### config.mk
export PLATFORM = sky130hd
export DESIGN_NAME = rom_load_ctrl
export DESIGN_NICKNAME = d
export VERILOG_FILES = /design/src/rtl/rom_load_pkg.sv /design/src/rtl/rom_region_dec.sv /design/src/rtl/rom_load_ctrl.sv
export SDC_FILE = /design/constraint.sdc
export NUM_CORES = 1
export LEC_CHECK = 0
export ABC_AREA = 1
export CAP_MARGIN = 20
export CORE_MARGIN = 5
export CORE_UTILIZATION = 55
export CTS_CLUSTER_DIAMETER = 80
export CTS_CLUSTER_SIZE = 40
export DETAILED_ROUTE_END_ITERATION = 8
export GPL_ROUTABILITY_DRIVEN = 0
export PLACE_DENSITY = 0.9
export SYNTH_ARGS = -nofsm -noshare
export SYNTH_HDL_FRONTEND = slang
export SYNTH_SLANG_ARGS = --single-unit
### constraint.sdc
create_clock -name clk -period 3.1 [get_ports clk]
set_clock_uncertainty 0.1 [all_clocks]
set_input_delay 0.465 -clock clk [delete_from_list [all_inputs] [get_ports clk]]
set_output_delay 0.465 -clock clk [all_outputs]
set_load 0.005 [all_outputs]
### src/rtl/rom_load_pkg.sv
`timescale 1ns/1ps
// rom_load_pkg: shared types and constants for the ROM download controller.
//   load_state_e  : controller FSM states
//   bank_e        : bank index; the value is the bit position in the one-hot select
//   LIM_*         : exclusive upper byte address of each bank region
//   TOTAL_BYTES_DEF : byte count of a complete ROM image
package rom_load_pkg;

    localparam int unsigned ADDR_W = 25;
    localparam int unsigned CS_W   = 9;
    localparam int unsigned CNT_W  = 21;

    typedef enum logic [2:0] {
        ST_IDLE  = 3'd0,
        ST_LOAD  = 3'd1,
        ST_FLUSH = 3'd2,
        ST_HOLD  = 3'd3,
        ST_DONE  = 3'd4
    } load_state_e;

    typedef enum logic [3:0] {
        BANK_PROM2 = 4'd0,
        BANK_PROM1 = 4'd1,
        BANK_MASK4 = 4'd2,
        BANK_MASK3 = 4'd3,
        BANK_MASK2 = 4'd4,
        BANK_MASK1 = 4'd5,
        BANK_EP3   = 4'd6,
        BANK_EP2   = 4'd7,
        BANK_EP1   = 4'd8
    } bank_e;

    localparam logic [ADDR_W-1:0] LIM_EP1   = 25'h0010000;
    localparam logic [ADDR_W-1:0] LIM_EP2   = 25'h0018000;
    localparam logic [ADDR_W-1:0] LIM_EP3   = 25'h0020000;
    localparam logic [ADDR_W-1:0] LIM_MASK1 = 25'h0040000;
    localparam logic [ADDR_W-1:0] LIM_MASK2 = 25'h0060000;
    localparam logic [ADDR_W-1:0] LIM_MASK3 = 25'h0080000;
    localparam logic [ADDR_W-1:0] LIM_MASK4 = 25'h00A0000;
    localparam logic [ADDR_W-1:0] LIM_PROM1 = 25'h00A0100;
    localparam logic [ADDR_W-1:0] LIM_PROM2 = 25'h00A0200;

    localparam logic [ADDR_W-1:0] TOTAL_BYTES_DEF = 25'h00A0200;

    // One-hot chip select for a bank index.
    function automatic logic [CS_W-1:0] bank_sel(input bank_e bank);
        return 9'd1 << bank;
    endfunction

endpackage

### src/rtl/rom_region_dec.sv
`timescale 1ns/1ps
// rom_region_dec: combinational bank decoder for a loader byte address.
//   addr         in  25  byte address from the download stream
//   sel          out 9   one-hot bank select (bit 8..0 = ep1..prom2), 0 when out of range
//   out_of_range out 1   address at or beyond the image size, or outside every bank
module rom_region_dec
    import rom_load_pkg::*;
#(
    parameter logic [ADDR_W-1:0] TOTAL_BYTES = TOTAL_BYTES_DEF
) (
    input  logic [ADDR_W-1:0] addr,
    output logic [CS_W-1:0]   sel,
    output logic              out_of_range
);

    logic [CS_W-1:0] bank_sel_s;

    // Priority compare against the ascending region limits
    always_comb begin
        bank_sel_s = 9'd0;
        if (addr < LIM_EP1) begin
            bank_sel_s = bank_sel(BANK_EP1);
        end else if (addr < LIM_EP2) begin
            bank_sel_s = bank_sel(BANK_EP2);
        end else if (addr < LIM_EP3) begin
            bank_sel_s = bank_sel(BANK_EP3);
        end else if (addr < LIM_MASK1) begin
            bank_sel_s = bank_sel(BANK_MASK1);
        end else if (addr < LIM_MASK2) begin
            bank_sel_s = bank_sel(BANK_MASK2);
        end else if (addr < LIM_MASK3) begin
            bank_sel_s = bank_sel(BANK_MASK3);
        end else if (addr < LIM_MASK4) begin
            bank_sel_s = bank_sel(BANK_MASK4);
        end else if (addr < LIM_PROM1) begin
            bank_sel_s = bank_sel(BANK_PROM1);
        end else if (addr < LIM_PROM2) begin
            bank_sel_s = bank_sel(BANK_PROM2);
        end else begin
            bank_sel_s = 9'd0;
        end
    end

    // A byte with no bank to land in is treated like one past the image end
    always_comb begin
        sel          = 9'd0;
        out_of_range = 1'b0;
        if ((addr >= TOTAL_BYTES) || (bank_sel_s == 9'd0)) begin
            sel          = 9'd0;
            out_of_range = 1'b1;
        end else begin
            sel          = bank_sel_s;
            out_of_range = 1'b0;
        end
    end

endmodule

### src/rtl/rom_load_ctrl.sv
`timescale 1ns/1ps
// rom_load_ctrl: turns the loader byte stream into registered ROM bank writes,
// checks the image for completeness/ordering, and sequences the core reset.
//   clk, reset_n              clock, asynchronous active-low reset
//   ioctl_download/wr/addr/dout  loader stream in
//   rom_addr/data/wr/cs       registered ROM write port out
//   core_reset                high holds the game core in reset
//   load_done                 clean image loaded and hold time expired
//   load_err                  sticky error flag of the current download
module rom_load_ctrl
    import rom_load_pkg::*;
#(
    parameter int unsigned       HOLD_CYCLES = 16,
    parameter logic [ADDR_W-1:0] TOTAL_BYTES = TOTAL_BYTES_DEF
) (
    input  logic              clk,
    input  logic              reset_n,
    input  logic              ioctl_download,
    input  logic              ioctl_wr,
    input  logic [ADDR_W-1:0] ioctl_addr,
    input  logic [7:0]        ioctl_dout,
    output logic [ADDR_W-1:0] rom_addr,
    output logic [7:0]        rom_data,
    output logic              rom_wr,
    output logic [CS_W-1:0]   rom_cs,
    output logic              core_reset,
    output logic              load_done,
    output logic              load_err
);

    // HOLD_CYCLES of 0 behaves as 1, so the counter is always loaded with at least 0.
    localparam int unsigned       HOLD_W      = (HOLD_CYCLES > 1) ? $clog2(HOLD_CYCLES) : 1;
    localparam int unsigned       HOLD_LOAD_I = (HOLD_CYCLES > 1) ? (HOLD_CYCLES - 1) : 0;
    localparam logic [HOLD_W-1:0] HOLD_LOAD   = HOLD_LOAD_I[HOLD_W-1:0];

    load_state_e       state_r, state_nxt_s;
    logic              dl_prev_r;
    logic [CNT_W-1:0]  cnt_r, cnt_nxt_s;
    logic [ADDR_W-1:0] exp_r, exp_nxt_s;
    logic              err_r, err_nxt_s;
    logic [HOLD_W-1:0] hold_cnt_r, hold_nxt_s;
    logic [ADDR_W-1:0] rom_addr_r, addr_nxt_s;
    logic [7:0]        rom_data_r, data_nxt_s;
    logic              rom_wr_r, wr_nxt_s;
    logic [CS_W-1:0]   rom_cs_r, cs_nxt_s;
    logic              core_reset_r, core_reset_nxt_s;
    logic              load_done_r, load_done_nxt_s;
    logic [CS_W-1:0]   region_sel_s;
    logic              out_of_range_s;
    logic              rise_s, fall_s, accept_s;

    rom_region_dec #(
        .TOTAL_BYTES (TOTAL_BYTES)
    ) u_region_dec (
        .addr         (ioctl_addr),
        .sel          (region_sel_s),
        .out_of_range (out_of_range_s)
    );

    // dl_prev_r resets high so a download already active at reset release is not an edge.
    assign rise_s   = ioctl_download & ~dl_prev_r;
    assign fall_s   = ~ioctl_download & dl_prev_r;
    // A strobe on the starting edge is the first byte; one on the ending edge is still in LOAD.
    assign accept_s = ioctl_wr & (rise_s | (state_r == ST_LOAD));

    // Next-state, image bookkeeping and ROM write-port values
    always_comb begin
        state_nxt_s = state_r;
        cnt_nxt_s   = cnt_r;
        exp_nxt_s   = exp_r;
        err_nxt_s   = err_r;
        hold_nxt_s  = hold_cnt_r;
        wr_nxt_s    = 1'b0;
        cs_nxt_s    = 9'd0;
        addr_nxt_s  = rom_addr_r;
        data_nxt_s  = rom_data_r;

        if (rise_s) begin
            state_nxt_s = ST_LOAD;
            cnt_nxt_s   = {CNT_W{1'b0}};
            exp_nxt_s   = {ADDR_W{1'b0}};
            err_nxt_s   = 1'b0;
            hold_nxt_s  = {HOLD_W{1'b0}};
        end else begin
            case (state_r)
                ST_IDLE: state_nxt_s = ST_IDLE;
                ST_LOAD: begin
                    if (fall_s) begin
                        state_nxt_s = ST_FLUSH;
                    end else begin
                        state_nxt_s = ST_LOAD;
                    end
                end
                ST_FLUSH: begin
                    if ({{(ADDR_W-CNT_W){1'b0}}, cnt_r} != TOTAL_BYTES) begin
                        err_nxt_s = 1'b1;
                    end else begin
                        err_nxt_s = err_r;
                    end
                    hold_nxt_s  = HOLD_LOAD;
                    state_nxt_s = ST_HOLD;
                end
                ST_HOLD: begin
                    if (hold_cnt_r == {HOLD_W{1'b0}}) begin
                        state_nxt_s = ST_DONE;
                    end else begin
                        hold_nxt_s  = hold_cnt_r - HOLD_W'(1);
                        state_nxt_s = ST_HOLD;
                    end
                end
                ST_DONE: state_nxt_s = ST_DONE;
                default: state_nxt_s = ST_IDLE;
            endcase
        end

        // Uses the post-clear bookkeeping so a byte on the starting edge is checked against 0.
        if (accept_s) begin
            if (out_of_range_s) begin
                err_nxt_s = 1'b1;
            end else begin
                wr_nxt_s   = 1'b1;
                cs_nxt_s   = region_sel_s;
                addr_nxt_s = ioctl_addr;
                data_nxt_s = ioctl_dout;
                if (ioctl_addr != exp_nxt_s) begin
                    err_nxt_s = 1'b1;
                end else begin
                    err_nxt_s = err_nxt_s;
                end
                exp_nxt_s = ioctl_addr + 25'd1;
                if (cnt_nxt_s != {CNT_W{1'b1}}) begin
                    cnt_nxt_s = cnt_nxt_s + 21'd1;
                end else begin
                    cnt_nxt_s = cnt_nxt_s;
                end
            end
        end else begin
            wr_nxt_s = 1'b0;
        end
    end

    // Core reset / done status follow the state being entered, so they change with it
    always_comb begin
        core_reset_nxt_s = 1'b1;
        load_done_nxt_s  = 1'b0;
        if (state_nxt_s == ST_DONE) begin
            core_reset_nxt_s = err_nxt_s;
            load_done_nxt_s  = ~err_nxt_s;
        end else begin
            core_reset_nxt_s = 1'b1;
            load_done_nxt_s  = 1'b0;
        end
    end

    // State and output registers
    always_ff @(posedge clk or negedge reset_n) begin
        if (!reset_n) begin
            state_r      <= ST_IDLE;
            dl_prev_r    <= 1'b1;
            cnt_r        <= {CNT_W{1'b0}};
            exp_r        <= {ADDR_W{1'b0}};
            err_r        <= 1'b0;
            hold_cnt_r   <= {HOLD_W{1'b0}};
            rom_addr_r   <= {ADDR_W{1'b0}};
            rom_data_r   <= 8'd0;
            rom_wr_r     <= 1'b0;
            rom_cs_r     <= 9'd0;
            core_reset_r <= 1'b1;
            load_done_r  <= 1'b0;
        end else begin
            state_r      <= state_nxt_s;
            dl_prev_r    <= ioctl_download;
            cnt_r        <= cnt_nxt_s;
            exp_r        <= exp_nxt_s;
            err_r        <= err_nxt_s;
            hold_cnt_r   <= hold_nxt_s;
            rom_addr_r   <= addr_nxt_s;
            rom_data_r   <= data_nxt_s;
            rom_wr_r     <= wr_nxt_s;
            rom_cs_r     <= cs_nxt_s;
            core_reset_r <= core_reset_nxt_s;
            load_done_r  <= load_done_nxt_s;
        end
    end

    assign rom_addr   = rom_addr_r;
    assign rom_data   = rom_data_r;
    assign rom_wr     = rom_wr_r;
    assign rom_cs     = rom_cs_r;
    assign core_reset = core_reset_r;
    assign load_done  = load_done_r;
    assign load_err   = err_r;

endmodule

After elaboration in Yosys (flattened, before gate mapping)
Index checks and enable logic that the tools add are counted.
{"block": "classes", "n_addsub": 3, "order_cmp": 10, "eq_ne": 9, "muxes": 37, "bitwise_logic": 8, "reduce_logical": 6}
{"op": "$lt 25x20->1 const B", "n": 4}
{"op": "$mux 9", "n": 11}
{"op": "$mux 21", "n": 4}
{"op": "$mux 25", "n": 3}
{"op": "$lt 25x17->1 const B", "n": 2}
{"op": "$lt 25x19->1 const B", "n": 2}
{"op": "$add 25x1->25 const B", "n": 1}
{"op": "$ge 25x20->1 const B", "n": 1}
{"op": "$lt 25x18->1 const B", "n": 1}
{"op": "$ne 25x25->1", "n": 1}
{"op": "$add 21x1->21 const B", "n": 1}
{"op": "$ne 21x20->1 const B", "n": 1}
{"op": "$ne 21x21->1 const B", "n": 1}
{"op": "$mux 1", "n": 12}
{"op": "$pmux 3 s4", "n": 1}
{"op": "$logic_not 9->1", "n": 1}
{"op": "$mux 4", "n": 2}
{"op": "$pmux 4 s2", "n": 1}
{"op": "$eq 3x2->1 const B", "n": 2}
{"op": "$eq 3x3->1 const B", "n": 2}
{"op": "$mux 3", "n": 2}
{"op": "$logic_not 4->1", "n": 1}
{"op": "$not 1->1", "n": 4}
{"op": "$reduce_and 2->1", "n": 2}
{"op": "other kinds (8)", "n": 10}
{"block": "totals", "register_bits": 100, "in_bits": 37, "output_inout_bits": 46}

Depth between registers and ports, before layout
Gate-level depths: netlist of run 1.
{"block": "logic_depth", "ltp_word": 17, "ltp_mapped": 16}

Cells and area by module
A second synthesis of run 1 with hierarchy kept.
{"block": "hier_totals", "cells_unflattened": 762, "area_unflattened_um2": 5693.0}
{"mod": "rom_load_ctrl", "n_inst": 1, "cells_each": 717, "area_each_um2": 5456.5}
{"mod": "rom_region_dec", "n_inst": 1, "cells_each": 45, "area_each_um2": 236.5}

Worst setup path after synthesis of run 1
Ideal clock, no wire load.
{"block": "synth_path", "kind": "register to register", "startpoint": "register dl_prev_r", "endpoint": "register cnt_r[18]", "arrival_time_ns": 1.927, "t_required_ns": 2.875, "path_slack_ns": 0.947, "path_stages_with_launch": 13, "path_buffers": 1, "path_cell_list": "dfstp_2 > nor2_1 > buf_2 > nor2_1 > ha_1 > nand2_1 > nor2_2 > nand2_2 > nor2_4 > nand3_4 > nand3_2 > nor2_1 > xor2_1"}
{"block": "synth_via", "elab_chain_len": 7, "elab_cells_between_ends": 10}
{"element": "start: declaration", "line_no": "rom_load_ctrl.sv:37", "rtl": "logic dl_prev_r;"}
{"element": "start signal: assignment", "line_no": "rom_load_ctrl.sv:172", "rtl": "dl_prev_r <= ioctl_download;"}
{"element": "$not 1->1 *", "line_no": "rom_load_ctrl.sv:61", "rtl": "assign rise_s = ioctl_download & ~dl_prev_r;"}
{"element": "$and 1x1->1 *", "line_no": "rom_load_ctrl.sv:61"}
{"element": "$mux 21", "line_no": "rom_load_ctrl.sv:78", "rtl": "if (rise_s) begin"}
{"element": "$add 21x1->21 or $ne 21x21->1 (tied branches)", "line_no": "rom_load_ctrl.sv:132, rom_load_ctrl.sv:131"}
{"element": "$mux 21", "line_no": "rom_load_ctrl.sv:131", "rtl": "if (cnt_nxt_s != {CNT_W{1'b1}}) begin"}
{"element": "$mux 21", "line_no": "rom_load_ctrl.sv:118", "rtl": "if (out_of_range_s) begin"}
{"element": "$mux 21 *", "line_no": "rom_load_ctrl.sv:117", "rtl": "if (accept_s) begin"}
{"element": "net cnt_nxt_s[18]", "line_no": "rom_load_ctrl.sv:38", "rtl": "logic [CNT_W-1:0] cnt_r, cnt_nxt_s;"}
{"element": "end signal: assignment", "line_no": "rom_load_ctrl.sv:160", "rtl": "cnt_r <= {CNT_W{1'b0}};"}
{"element": "end signal: assignment", "line_no": "rom_load_ctrl.sv:173", "rtl": "cnt_r <= cnt_nxt_s;"}
{"element": "end: declaration", "line_no": "rom_load_ctrl.sv:38"}
Mark *: on every way through the listed nets, which the timed path passes. The rest lies on a longest branch.
A chain may end at the register's enable or synchronous reset.

Worst setup path in the final report of run 1
{"block": "layout_path", "startpoint": "input port ioctl_download", "endpoint": "register cnt_r[15]"}
{"block": "layout_via", "elab_chain_len": 6, "elab_cells_between_ends": 9}
{"element": "start: declaration", "line_no": "rom_load_ctrl.sv:18", "rtl": "input logic ioctl_download,"}
{"element": "$and 1x1->1 *", "line_no": "rom_load_ctrl.sv:61"}
{"element": "$mux 21", "line_no": "rom_load_ctrl.sv:78"}
{"element": "$add 21x1->21 or $ne 21x21->1 (tied branches)", "line_no": "rom_load_ctrl.sv:132, rom_load_ctrl.sv:131"}
{"element": "$mux 21", "line_no": "rom_load_ctrl.sv:131"}
{"element": "$mux 21", "line_no": "rom_load_ctrl.sv:118"}
{"element": "$mux 21 *", "line_no": "rom_load_ctrl.sv:117"}
{"element": "net cnt_nxt_s[15]", "line_no": "rom_load_ctrl.sv:38"}
Marks and branches as above.

==> impl_results.md, run 1 <==
- Row count: 36
- Vias post-DR: a little over 5,000
- Core area: 9770 sq um
- Status: finished clean
- CP Launch Type: primary input
- Clk_lat worst skew: around 370 ps
- Final Max Tran Viols: 0
- Logic pwr share: 0.207
- Crit path largest cell delay: 500 ps
- First-pass GRT wire length: 23,500 um
- Period Utilization, post-route: 0.791
- Slew headroom: 0.528
- Drt wl/cell: 14.7 um
- LEAKAGE: 3.30 nW
- Die ar.: 12,100 sq um
- Post-CTS Setup Bufs: 0
- Port bufs: 82
- Max cap viols: 0
- Syn_area_per_cell: approximately 7.6 sq um
- Diode count: 0
- PostCTS Resize Cnt: 0
- #FFs+latches synth: 100
- Min cycle time layout: 2450 ps
- Hold buffers post-CTS: 0
- Slew @ Worst Pin: 708 ps
- Pre-antenna DRT Iters: 5
- Crit path top cell by count: nand2_1
- Hold Vio Cnt, Final: 0
- Psw: 0.916 mW
- Place WS: 332 ps
- Mux share of post-synthesis cell area: 0
- Seq/Total Area, Yosys: 0.455
- Die Span Y: 110 um
- Req. time, crit path: around 3300 ps
- Die Wd: 110 um
- Vias in the first global route: 5,012
- Final ANT Viol Nets: 0
- EDFF count, synth: 0
- PwrDens: 495 nW/um^2
- Grt ovf: 0
- Final WS setup: approximately 650 ps
- Largest net degree at the start of global routing: between 50 and 60
- CTS clk-pin slew, worst paths: 90 ps
- H-tree depth: 3
- Synthesized area: ~5500 sq um
- Initial core utilization: 0.563
- Total I/O pin count: 83
- Residual DRC count: 0
- Asr flop ratio synth: 1.00
- Compound-gate portion of the synthesized area: 0.0564
- RSZ-0062 raised after global routing: no
- Switching Fraction: 0.276
- Clock Power Share: 0.332
- Yosys cell types: 37
- Nets@finish: 844
- Part of the power in registers: 0.461
- Synth warn: 0
- WL final: 13,800 um
- Root Buffer: clkbuf_8
- Layout cells sized above 1: 0.0879
- Simple-Gate Fraction of Synth Area: 0.348
- Via/cell ratio: 5.48
- Area share of fa/ha/maj cells after synthesis: 0.00909
- Critical Path, Cell by Cell: clkdlybuf4s50_1 > nand2_4 > buf_4 > nand2_1 > nor2_1 > nand3_1 > nor2_1 > nand2_1 > nand2_1 > nand3_1 > nand2_1 > nand2_1 > nand2_1 > nand2_1
- Critical-path top delay cell: clkdlybuf4s50_1
- Xor/xnor cell area share of the yosys netlist: 0.0461
- Fin Setup TNS: 0 ps
- Clk sinks: 100
- Initial drt markers: 462
- Hold Path Class: in2async
- Antenna violations before repair: 0
- Total CTS buffers: 9
- Internal: 2.41 mW
- Synth Flop Type: dfrtp_1
- GRT Total Usage: 0.246
- Mapped Cells: between 700 and 800
- Mapped Nets: 761
- CP arrival: 2610 ps
- Worst-case vdd ir drop: ~0.33 mV
- Cells on worst reg2reg path: 14
- TritonCTS clock tree: built
- Achievable Freq: 0.408 GHz
- Final setup viols: 0
- Area growth syn-to-layout: 22.0%
- Critical path class: in2reg
- Setup crit end kind: flip-flop
- Largest family of logic cells by synthesized area: simple AND/OR/NAND/NOR gates
- Post-DP HPWL: 10,100 um
- Clk buf depth: 2
- Maximum fanout along the worst path: 28
==> power groups by stage <==
stage          logic [mW]  registers, mW  clock network (mW)
2_1_floorplan       0.335           1.54                   0
3_3_place_gp        0.660           1.55                   0
3_5_place_dp        0.690           1.55                   0
4_1_cts             0.696           1.53                1.11
5_1_grt             0.772           1.55                1.18
6_report            0.689           1.53                1.10
==> stage by stage <==
stage | hold WS, ps | power (mW) | instances | cell area [sq um] | util
6_report | 41.3 | 3.32 | 941 | 6710 | 0.687
5_1_grt | 95.5 | 3.50 | 941 | 6710 | 0.687
4_1_cts | 70.9 | 3.34 | 941 | 6710 | 0.687
3_5_place_dp | 361 | 2.24 | 925 | 6440 | 0.659
3_3_place_gp | 355 | 2.21 | 925 | 6440 | 0.659
2_1_floorplan | 69.4 | 1.88 | 720 | 5510 | -
==> final timing paths <==
check                           slack, ps               startpoint                      end
worst max-delay path                  650           ioctl_download      cnt_r[15]$_DFF_PN0_
worst min-delay path                   40                  reset_n  rom_addr[5]$_DFFE_PN0P_
worst max register to register        710      dl_prev_r$_DFF_PN1_      cnt_r[15]$_DFF_PN0_
worst min register to register        380  rom_data[7]$_DFFE_PN0P_  rom_data[7]$_DFFE_PN0P_
max in group asynchronous            2050                  reset_n      dl_prev_r$_DFF_PN1_
min in group clk                      380  rom_data[7]$_DFFE_PN0P_  rom_data[7]$_DFFE_PN0P_
==> cells by family (layout without fill, tap and decap cells) <==
group / Yosys count / count (layout)
AND/OR/NAND/NOR: 422 / 422
buffers and inverters: 107 / 195
flip-flops: 100 / 100
AO/OA/AOI/OAI: 58 / 58
XOR/XNOR: 29 / 29
adder cells (fa/ha/maj): 4 / 4
==> layout by cell type, fill, tap and decap left out, types with 12 or more instances in the layout <==
| master | Yosys | final |
|---|---|---|
| inv_1 | 83 | 83 |
| nor3_1 | 16 | 16 |
| nand2_1 | 223 | 223 |
| o21ai_0 | 34 | 34 |
| clkdlybuf4s50_1 | 0 | 81 |
| o21ai_1 | 13 | 13 |
| nand3_1 | 57 | 57 |
| nor2_1 | 76 | 76 |
| buf_4 | 3 | 12 |
| xor2_1 | 28 | 28 |
| dfrtp_1 | 98 | 98 |
==> synth_stat cells (9+ instances only) <==
cell type,instances,area (sq um)
nand4_1,9,56.3
o21ai_0,34,170
buf_2,14,70.1
dfrtp_1,98,2450
xor2_1,28,245
nand2_2,9,56.3
inv_1,83,312
nand2_1,223,837
nor2_1,76,285
o21ai_1,13,65.1
nor3_1,16,80.1
nand3_1,57,285
==> worst max-delay path: cells and delay by family <==
kind                   cells  cell delay, ps
buffers and inverters      2             840
and+or+nand+nor           12            1310
==> per-layer routing <==
layer / global-route usage / vias up / wire [um]
met4: 0.0846 / 0 / 425
met3: 0.0600 / 48 / 1320
met5: 0 / - / 0
met2: 0.409 / 273 / 6550
met1: 0.314 / 2411 / 5530
li1: - / 2422 / -
==> registers in the layout (all words and copies together) (netlist names) <==
signal / count
exp_r: 25
rom_addr: 25
cnt_r: 21
rom_cs: 9
rom_data: 8
hold_cnt_r: 4
state_r: 3
core_reset: 1
dl_prev_r: 1
load_done: 1
load_err: 1
rom_wr: 1
==> layout make-up <==
class / instances / area (sq um)
Sequential cell: 100 / 2500
Multi-Input combinational cell: 513 / 2530
Timing Repair Buffer: 94 / 921
Tap cell: 133 / 166
Inverter: 85 / 319
Clock buffer: 10 / 138
Fill cell: 755 / 3060
Clock inverter: 6 / 134
Power figures use the tool's default switching activity.
==> run 2, diff against run 1 <==
==> constraint.sdc (replaced) <==
create_clock -name clk -period 2.6 [get_ports clk]
set_clock_uncertainty 0.1 [all_clocks]
set_input_delay 0.39 -clock clk [delete_from_list [all_inputs] [get_ports clk]]
set_output_delay 0.39 -clock clk [all_outputs]
set_load 0.005 [all_outputs]
==> impl_results.md, run 2 (synthesis gave the netlist of run 1 again) <==
- Status: finished clean
- Setup crit end kind: flip-flop
- H-tree depth: 3
- Power, Total: 3.71 mW
- Initial drt markers: 493
- Initial core utilization: 0.563
- Slew @ Worst Pin: around 450 ps
- Achievable Freq: 0.435 GHz
- Post-DP HPWL: 10,100 um
- Drt wl/cell: 14.4 um
- DP Area: about 6500 sq um
- R2R Path Start: dl_prev_r$_DFF_PN1_
- Diode count: 0
- Grt ovf: 0
- Total CTS buffers: 9
- RSZ-0062 raised after global routing: no
- Die Wd: 110 um
- Clk buf depth: 2
- Root Buffer: clkbuf_8
- Hold Vio Cnt, Final: 0
- CP arrival: 2460 ps
- PwrDens: 549 nW/um^2
- Critical path class: reg2reg
- Final ANT Viol Nets: 0
- PostCTS Resize Cnt: 0
- Commonest non-fill, non-tap cell in the layout: nand2_1
- Maximum fanout along the worst path: 7
- First-pass GRT wire length: 23,400 um
- Slew headroom: 0.700
- Clk sinks: 100
- Vias post-DR: 5,173
- Vias in the first global route: 5,009
- Row count: 36
- Min cycle time layout: 2300 ps
- Area growth syn-to-layout: 22.9%
- Largest net degree at the start of global routing: 87
- Fin Setup TNS: 0 ps
- Worst-case vdd ir drop: 0.336 mV
- Final setup viols: 0
- R2R setup slack: 300 ps
- Clk_lat worst skew: about 370 ps
- Post-CTS Setup Bufs: 0
- LEAKAGE: 3.33 nW
- Crit path from: dl_prev_r$_DFF_PN1_
- Hold Path Class: in2async
- Core area: around 9800 sq um
- CTS clk-pin slew, worst paths: 100 ps
- Antenna violations before repair: 0
- Pre-antenna DRT Iters: 7
- GRT Total Usage: 0.245
- Nets@finish: 854
- Total I/O pin count: between 80 and 90
- Layout cells sized above 1: 0.0978
- Req. time, crit path: 2760 ps
- Number of cells after detailed placement: roughly 930
- Commonest non-fill, non-tap cells in the layout: nand2_1, dfrtp_1, inv_1, clkdlybuf4s50_1, nor2_1
- Die ar.: 12,100 sq um
- Via/cell ratio: 5.44
- Final std cells w/o fill: 951
- Final non-filler cell area: 6770 sq um
- Max cap viols: 0
- Die Span Y: 110 um
- Port bufs: 82
- Residual DRC count: 0
- Hold buffers post-CTS: 1
- WL final: 13,700 um
- Final Max Tran Viols: 0
- CP Launch Type: flip-flop
- TritonCTS clock tree: built
- Period Utilization, post-route: 0.884
==> run 2: path summary, 6_finish.rpt <==
kind / cells past startpoint / endpoint
setup / recovery: 13 / cnt_r[18]$_DFF_PN0_
max in group asynchronous: 3 / core_reset$_DFF_PN1_
hold reg to reg: 2 / rom_data[4]$_DFFE_PN0P_
setup reg to reg: 13 / cnt_r[18]$_DFF_PN0_
hold / removal: 2 / rom_addr[24]$_DFFE_PN0P_
min in group clk: 2 / rom_data[4]$_DFFE_PN0P_
==> run 2: layout make-up <==
class,instances,area [sq um]
inverter,85,319
sequential,100,2500
multi-input combinational,513,2530
tap,133,166
timing repair buffer,104,1040
clock inverter,6,72.6
clock buffer,10,138
fill,731,3010
==> run 2: per-layer routing <==
layer	track usage	routed length (um)	vias to the layer above
met5	0	0	-
met4	0.0980	332	0
met3	0.0536	1280	43
met2	0.407	6630	275
met1	0.313	5480	2405
li1	-	-	2450
==> run 2: report_power, final <==
part	switching [mW]	internal, mW
combinational	0.441	0.408
clock	0.560	0.480
sequential	0.111	1.71
total	1.11	2.60
==> run 2: critical path: stages, from the launching register on <==
cell and delay, ps:
dfstp_2 560, inv_2 50, nand2_4 80, nand2_1 120, inv_1 80, ha_1 170, nand2_1 70, nor2_2 180
nand2_2 100, nor2_4 160, nand3_4 160, nand3_2 140, nor2_1 60, xor2_1 140
==> run 2: metrics by stage <==
stage	hold slack [ps]	setup slack [ps]	util
5_1_grt	329	151	0.692
3_3_place_gp	156	77.0	0.670
3_5_place_dp	156	-37.8	0.670
6_report	304	302	0.692
4_1_cts	301	314	0.692
2_1_floorplan	-5.59	447	-
==> run 3, diff against run 2 <==
--- a/config.mk
+++ b/config.mk
@@ -14,6 +14,7 @@
 export DETAILED_ROUTE_END_ITERATION = 8
 export GPL_ROUTABILITY_DRIVEN = 0
 export PLACE_DENSITY = 0.9
+export SKIP_LAST_GASP = 1
 export SYNTH_ARGS = -nofsm -noshare
 export SYNTH_HDL_FRONTEND = slang
 export SYNTH_SLANG_ARGS = --single-unit
==> results of run 3 <==
No change in the layout: final DEF, timing and power equal those of run 2.
